===== src/rtl/lsu_pkg.sv =====
// Shared encodings for the load/store unit: funct3 sizes, FSM states and byte strobes.
package lsu_pkg;

    localparam logic [2:0] LSU_B  = 3'b000;
    localparam logic [2:0] LSU_H  = 3'b001;
    localparam logic [2:0] LSU_W  = 3'b010;
    localparam logic [2:0] LSU_BU = 3'b100;
    localparam logic [2:0] LSU_HU = 3'b101;

    localparam logic [3:0] STRB_BYTE = 4'b0001;
    localparam logic [3:0] STRB_HALF = 4'b0011;
    localparam logic [3:0] STRB_WORD = 4'b1111;

    typedef enum logic [1:0] {
        IDLE   = 2'd0,
        ACCESS = 2'd1,
        DONE   = 2'd2
    } lsu_state_t;

    typedef enum logic [1:0] {
        SZ_BYTE = 2'd0,
        SZ_HALF = 2'd1,
        SZ_WORD = 2'd2
    } lsu_size_t;

    // Reserved encodings (011, 110, 111) fall through to a word access.
    function automatic lsu_size_t size_of(input logic [2:0] f3);
        case (f3[1:0])
            2'b00:   return SZ_BYTE;
            2'b01:   return SZ_HALF;
            default: return SZ_WORD;
        endcase
    endfunction

endpackage


===== src/rtl/lsu_load_align.sv =====
// Picks the addressed byte/half out of a read word and sign- or zero-extends it to 32 bits.
module lsu_load_align
    import lsu_pkg::*;
(
    input  logic [31:0] rdata,
    input  logic [1:0]  offset,
    input  logic [2:0]  funct3,
    output logic [31:0] result
);

    logic [7:0]  byte_sel;
    logic [15:0] half_sel;

    always_comb begin
        byte_sel = rdata[7:0];
        half_sel = offset[1] ? rdata[31:16] : rdata[15:0];
        case (offset)
            2'd1:    byte_sel = rdata[15:8];
            2'd2:    byte_sel = rdata[23:16];
            2'd3:    byte_sel = rdata[31:24];
            default: byte_sel = rdata[7:0];
        endcase

        // funct3[2] marks the unsigned variants (LBU/LHU).
        result = rdata;
        case (size_of(funct3))
            SZ_BYTE: result = funct3[2] ? {24'h0, byte_sel} : {{24{byte_sel[7]}}, byte_sel};
            SZ_HALF: result = funct3[2] ? {16'h0, half_sel} : {{16{half_sel[15]}}, half_sel};
            default: result = rdata;
        endcase
    end

endmodule


===== src/rtl/load_store_unit.sv =====
// Load/store unit: turns core load/store requests into handshaked word-aligned memory accesses.
// Define LSU_MISALIGN_TRAP_EN to trap misaligned half/word accesses instead of ignoring the low bits.
module load_store_unit
    import lsu_pkg::*;
#(
    parameter int ADDR_W  = 32,
    parameter int TIMEOUT = 16
) (
    input  logic              clk,
    input  logic              rst_n,
    input  logic              MemRead,
    input  logic              MemWrite,
    input  logic [2:0]        funct3,
    input  logic [ADDR_W-1:0] Addr,
    input  logic [31:0]       WriteData,
    output logic [31:0]       ReadData,
    output logic              Stall,
    output logic              bus_err,
    output logic              mem_req,
    output logic              mem_we,
    output logic [ADDR_W-1:0] mem_addr,
    output logic [3:0]        mem_wstrb,
    output logic [31:0]       mem_wdata,
    input  logic              mem_ready,
    input  logic [31:0]       mem_rdata
);

    lsu_state_t state, state_next;
    logic [7:0]  cnt;
    logic        we_q;
    logic [2:0]  f3_q;
    logic [1:0]  off_q;
    logic        req;
    logic        misaligned;
    logic        timed_out;
    lsu_size_t   req_size;
    logic [3:0]  strb_c;
    logic [31:0] wdata_c;
    logic [31:0] load_word;

    assign req       = MemRead | MemWrite;
    assign req_size  = size_of(funct3);
    assign timed_out = (cnt == 8'(TIMEOUT - 1));
    assign Stall     = req && (state != DONE);

`ifdef LSU_MISALIGN_TRAP_EN
    assign misaligned = ((req_size == SZ_HALF) && Addr[0]) ||
                        ((req_size == SZ_WORD) && (Addr[1:0] != 2'b00));
`else
    assign misaligned = 1'b0;
`endif

    // Replicate store data across the word, then shift it so the addressed lane carries it.
    always_comb begin
        strb_c  = STRB_WORD;
        wdata_c = WriteData;
        case (req_size)
            SZ_BYTE: begin
                strb_c  = STRB_BYTE << Addr[1:0];
                wdata_c = {4{WriteData[7:0]}} << {Addr[1:0], 3'b000};
            end
            SZ_HALF: begin
                strb_c  = STRB_HALF << {Addr[1], 1'b0};
                wdata_c = {2{WriteData[15:0]}} << {Addr[1], 4'b0000};
            end
            default: begin
                strb_c  = STRB_WORD;
                wdata_c = WriteData;
            end
        endcase
    end

    always_ff @(posedge clk or negedge rst_n) begin
        if (!rst_n) state <= IDLE;
        else        state <= state_next;
    end

    always_comb begin
        state_next = state;
        case (state)
            IDLE:    if (req) state_next = misaligned ? DONE : ACCESS;
            ACCESS:  if (mem_ready || timed_out) state_next = DONE;
            default: state_next = IDLE;
        endcase
    end

    lsu_load_align u_align (
        .rdata  (mem_rdata),
        .offset (off_q),
        .funct3 (f3_q),
        .result (load_word)
    );

    // A simultaneous read and write request is treated as a write.
    always_ff @(posedge clk or negedge rst_n) begin
        if (!rst_n) begin
            ReadData  <= '0;
            bus_err   <= 1'b0;
            mem_req   <= 1'b0;
            mem_we    <= 1'b0;
            mem_addr  <= '0;
            mem_wstrb <= '0;
            mem_wdata <= '0;
            cnt       <= '0;
            we_q      <= 1'b0;
            f3_q      <= '0;
            off_q     <= '0;
        end else begin
            bus_err <= 1'b0;
            case (state)
                IDLE: begin
                    if (req) begin
                        we_q  <= MemWrite;
                        f3_q  <= funct3;
                        off_q <= Addr[1:0];
                        cnt   <= '0;
                        if (misaligned) begin
                            bus_err <= 1'b1;
                        end else begin
                            mem_req   <= 1'b1;
                            mem_we    <= MemWrite;
                            mem_addr  <= {Addr[ADDR_W-1:2], 2'b00};
                            mem_wstrb <= strb_c;
                            mem_wdata <= wdata_c;
                        end
                    end
                end
                ACCESS: begin
                    if (mem_ready) begin
                        mem_req <= 1'b0;
                        if (!we_q) ReadData <= load_word;
                    end else if (timed_out) begin
                        mem_req  <= 1'b0;
                        bus_err  <= 1'b1;
                        ReadData <= '0;
                    end else begin
                        cnt <= cnt + 8'd1;
                    end
                end
                default: ;
            endcase
        end
    end

endmodule


===== config.mk =====
export PLATFORM = sky130hd
export DESIGN_NAME = load_store_unit
export DESIGN_NICKNAME = d
export VERILOG_FILES = /design/src/rtl/lsu_pkg.sv /design/src/rtl/lsu_load_align.sv /design/src/rtl/load_store_unit.sv
export SDC_FILE = /design/constraint.sdc
export NUM_CORES = 1
export LEC_CHECK = 0
export BUFFER_PORTS_ARGS = -buffer_cell sky130_fd_sc_hd__buf_2
export CORE_MARGIN = 3
export CORE_UTILIZATION = 40
export CTS_BUF_LIST = sky130_fd_sc_hd__clkbuf_2 sky130_fd_sc_hd__clkbuf_4 sky130_fd_sc_hd__clkbuf_8
export DETAILED_ROUTE_END_ITERATION = 10
export GPL_ROUTABILITY_DRIVEN = 0
export PLACE_DENSITY = 0.72
export SKIP_CTS_REPAIR_TIMING = 1
export SLEW_MARGIN = 20
export SYNTH_ARGS = -nofsm -noshare
export SYNTH_HDL_FRONTEND = slang
export SYNTH_HIERARCHICAL = 1
export SYNTH_SLANG_ARGS = --single-unit
export TNS_END_PERCENT = 10

===== constraint.sdc =====
create_clock -name clk -period 3.61 [get_ports clk]
set_input_delay 0.9025 -clock clk [delete_from_list [all_inputs] [get_ports clk]]
set_output_delay 0.9025 -clock clk [all_outputs]
set_load 0.01 [all_outputs]

==> flow_metrics.py <==
metrics = {
    "clocking": {
        "root_buffer": "clkbuf_8",
        "clk_pin_slew_ns": 0.08,
        "htreeDepth": 4,
        "cts_buffers": 17,
        "clockBufferDepth": 2,
        "cts_sinks": 116,
        "cts_tree": "built",
        "clk-insertion-delay-late_ns": 0.42,
    },
    "drt": {
        "vias": 5042,
        "ant_nets": 0,
        "drc_errors": 0,
        "drt_pass1_iterations": 5,
        "first_iter_violations": 465,
        "post_drt_wl_per_cell_um": 16.89,
        "drt_wl_total_mm": 16.01,
        "vias_per_cell": 5.319,
    },
    "critical_path": {
        "r2r_slack_ns": 1.18,
        "crit_path_end_kind": "flip-flop",
        "cp_max_fo": 13,
        "arrival_ns": 2.74,
        "cp_cell_sequence": "mux2_2 -> a32oi_2 -> buf_4 -> o221ai_1 -> a22o_1",
        "critPathKind": "flip-flop to flip-flop",
        "startpoint_type": "flip-flop",
        "cp_slowest_cell": "dfrtp_1",
        "cp.required_ns": 3.92,
        "crit_path_max_incr_delay_ns": 0.62,
    },
    "yosys": {
        "ys_seq_area_share_pct": 50.87,
        "synth.most_common_cell": "nand2_1",
        "yosys.area.top_type": "dfrtp_1",
        "ys.flop_type": "dfrtp_1",
        "syn-cell-area_sq_um": 5707,
        "synth_edf_count": 0,
        "async_flop_share_pct": 100.0,
        "synth_cells": 565,
        "synth.cells.most_frequent": "nand2_1 (139), dfrtp_1 (116), a22o_1 (41)",
        "ys_seq_elements": 116,
        "yosysTopAreaCellShare_pct": 50.87,
        "yosys-top-cells-area": "dfrtp_1 (51%), nand2_1 (9.1%), a22o_1 (6.3%)",
        "ys.warnings.count": 6,
        "syn_area_per_cell_sq_um": 10.10,
        "synth.distinct_cells": 48,
    },
    "die": {
        "dieArea_sq_um": 15740,
        "core_area_sq_um": 13930,
        "die_h_um": 125.4,
        "die_x_um": 125.4,
        "initial_core_util_pct": 40.95,
        "num_rows": 43,
        "io_pins": 208,
    },
    "pwr": {
        "p_per_area_nw_per_um2": 896.2,
        "power_frac_seq_pct": 34.9,
        "p_switching_mw": 2.613,
        "switching_share_pct": 40.07,
        "p_clk_share_pct": 20.7,
        "internal_power_mw": 3.908,
        "ir_drop_mv": 0.4126,
        "leakagePower_nw": 3.746,
        "pwr-share-comb_pct": 44.4,
    },
    "cells_and_area": {
        "areaGrowthSynthToFinish_pct": 27.52,
        "drive_above_1_share_pct": 37.37,
        "fin_area_sq_um": 7277,
        "final_cells": 948,
        "postLayoutCoreUtil_pct": 52.22,
        "n_antenna_cell": 0,
        "nets": 860,
    },
    "sta": {
        "fmax_ghz": 0.4121,
        "maxSlewViolCount": 0,
        "relSlewSlack_pct": 48.64,
        "setup_viol": 0,
        "fin_ws_ns": 1.183,
        "rsz0062_at_grt": "false",
        "fin_skew_ns": 0.01427,
        "period_minus_slack_ns": 2.427,
        "finalCritPeriodShare_pct": 67.22,
        "hold_viol_final": 0,
        "worst_slew_pin_slew_ns": 0.7704,
        "tns_ns": 0,
    },
    "min_path": {
        "min_path_type": "primary input to asynchronous set/reset pin",
    },
    "global_routing": {
        "grt_use_total_pct": 20.34,
        "grt_pass1_wl_mm": 26.14,
        "gr-total-overflow": 0,
        "first_global_vias": 5057,
        "grt_max_degree": 86,
        "antenna_found_initial": 0,
    },
    "placed_design": {
        "hpwl_mm": 11.32,
        "io_buffers": 205,
        "dp_cells": 916,
        "placed_cell_area_sq_um": 6835,
        "dp_slack_ns": 0.8925,
    },
    "outcome": {
        "status": "finished clean",
    },
    "flow_run": {
        "maxCapViolCount": 0,
    },
}
worst max-delay path, delay by kind of cell, from the launching register on:
family	cells	cell delay, ns
compound gates	3	0.94
flops	1	0.62
buf+inv	1	0.36
mux	1	0.40
registers in the layout, summed over array words and instances, names as in the netlist:
register / count
ReadData: 32
bus_err: 1
cnt: 8
f3_q: 3
mem_addr: 30
mem_req: 1
mem_wdata: 32
mem_wstrb: 4
off_q: 2
state: 2
we_q: 1
stage by stage:
step | hold slack, ns | power (mW)
finish | 0.4270 | 6.521
global route | 0.4372 | 6.996
CTS | 0.4159 | 6.582
detailed placement | 0.4575 | 5.205
global placement | 0.4533 | 5.144
floorplan | 0.4379 | 4.181
path summary, 6_finish.rpt:
check / from / endpoint / cells after the start
worst max-delay path: off_q[0] / ReadData[15] / 5
worst min-delay path: rst_n / ReadData[1] / 1
worst max register to register: off_q[0] / ReadData[15] / 5
worst min register to register: mem_addr[10] / mem_addr[10] / 2
max in group asynchronous: rst_n / mem_addr[5] / 2
min in group clk: mem_addr[10] / mem_addr[10] / 2
power by group through the flow:
| stage | combinational [mW] | clock [mW] | sequential (mW) |
|---|---|---|---|
| 2_1_floorplan | 1.72 | 0 | 2.46 |
| 3_3_place_gp | 2.85 | 0 | 2.29 |
| 3_5_place_dp | 2.92 | 0 | 2.28 |
| 4_1_cts | 2.92 | 1.38 | 2.28 |
| 5_1_grt | 3.19 | 1.44 | 2.36 |
| 6_report | 2.90 | 1.35 | 2.28 |
final cells by class:
| type | count | area, sq um |
|---|---|---|
| Fill cell | 1310 | 6658 |
| Sequential cell | 116 | 2903 |
| Multi-Input combinational cell | 398 | 2541 |
| Timing Repair Buffer | 218 | 1151 |
| Clock buffer | 18 | 241.5 |
| Tap cell | 180 | 225.2 |
| Clock inverter | 14 | 200.2 |
| Inverter | 4 | 15.01 |
cell families (layout without fill, tap and decap cells):
family	count (synthesis)	after routing	share of synthesized area [%]
buffers and inverters	52	254	5.021
adders and majority gates	1	1	0.2192
muxes	27	27	6.512
DFF	116	116	50.87
other	1	2	0.06571
AOI/OAI and AO/OA	144	144	20.37
and+or+nand+nor	224	224	16.95
per-layer routing:
layer / GRT usage (%) / routed length, um / up-vias
li1: - / - / 2399
met1: 27.71 / 6933 / 2406
met2: 31.06 / 7493 / 225
met3: 7.518 / 1472 / 12
met4: 4.911 / 108 / 0
met5: 0 / 0 / -
cell usage in the layout, fill, tap and decap left out, types with 3 or more instances in the layout:
cell type,Yosys,final
a211oi_1,8,8
a221o_1,8,8
nand2_1,139,139
inv_6,0,4
o22ai_1,7,7
bufinv_16,0,4
o221ai_1,8,8
mux2i_1,9,9
clkbuf_8,0,17
buf_2,10,204
inv_1,3,3
a21oi_1,15,15
nand2b_1,3,3
a22o_1,41,41
and3_1,11,11
nand3_1,9,9
a221oi_1,8,8
dfrtp_1,116,116
o21ai_0,5,5
clkinv_4,0,4
nor2b_1,18,18
mux2_2,11,11
o21ai_1,12,11
o211ai_2,10,10
o211ai_1,8,8
nor2_1,33,32
buf_4,3,12
mux4_2,7,7
Power figures use the tool's default switching activity.
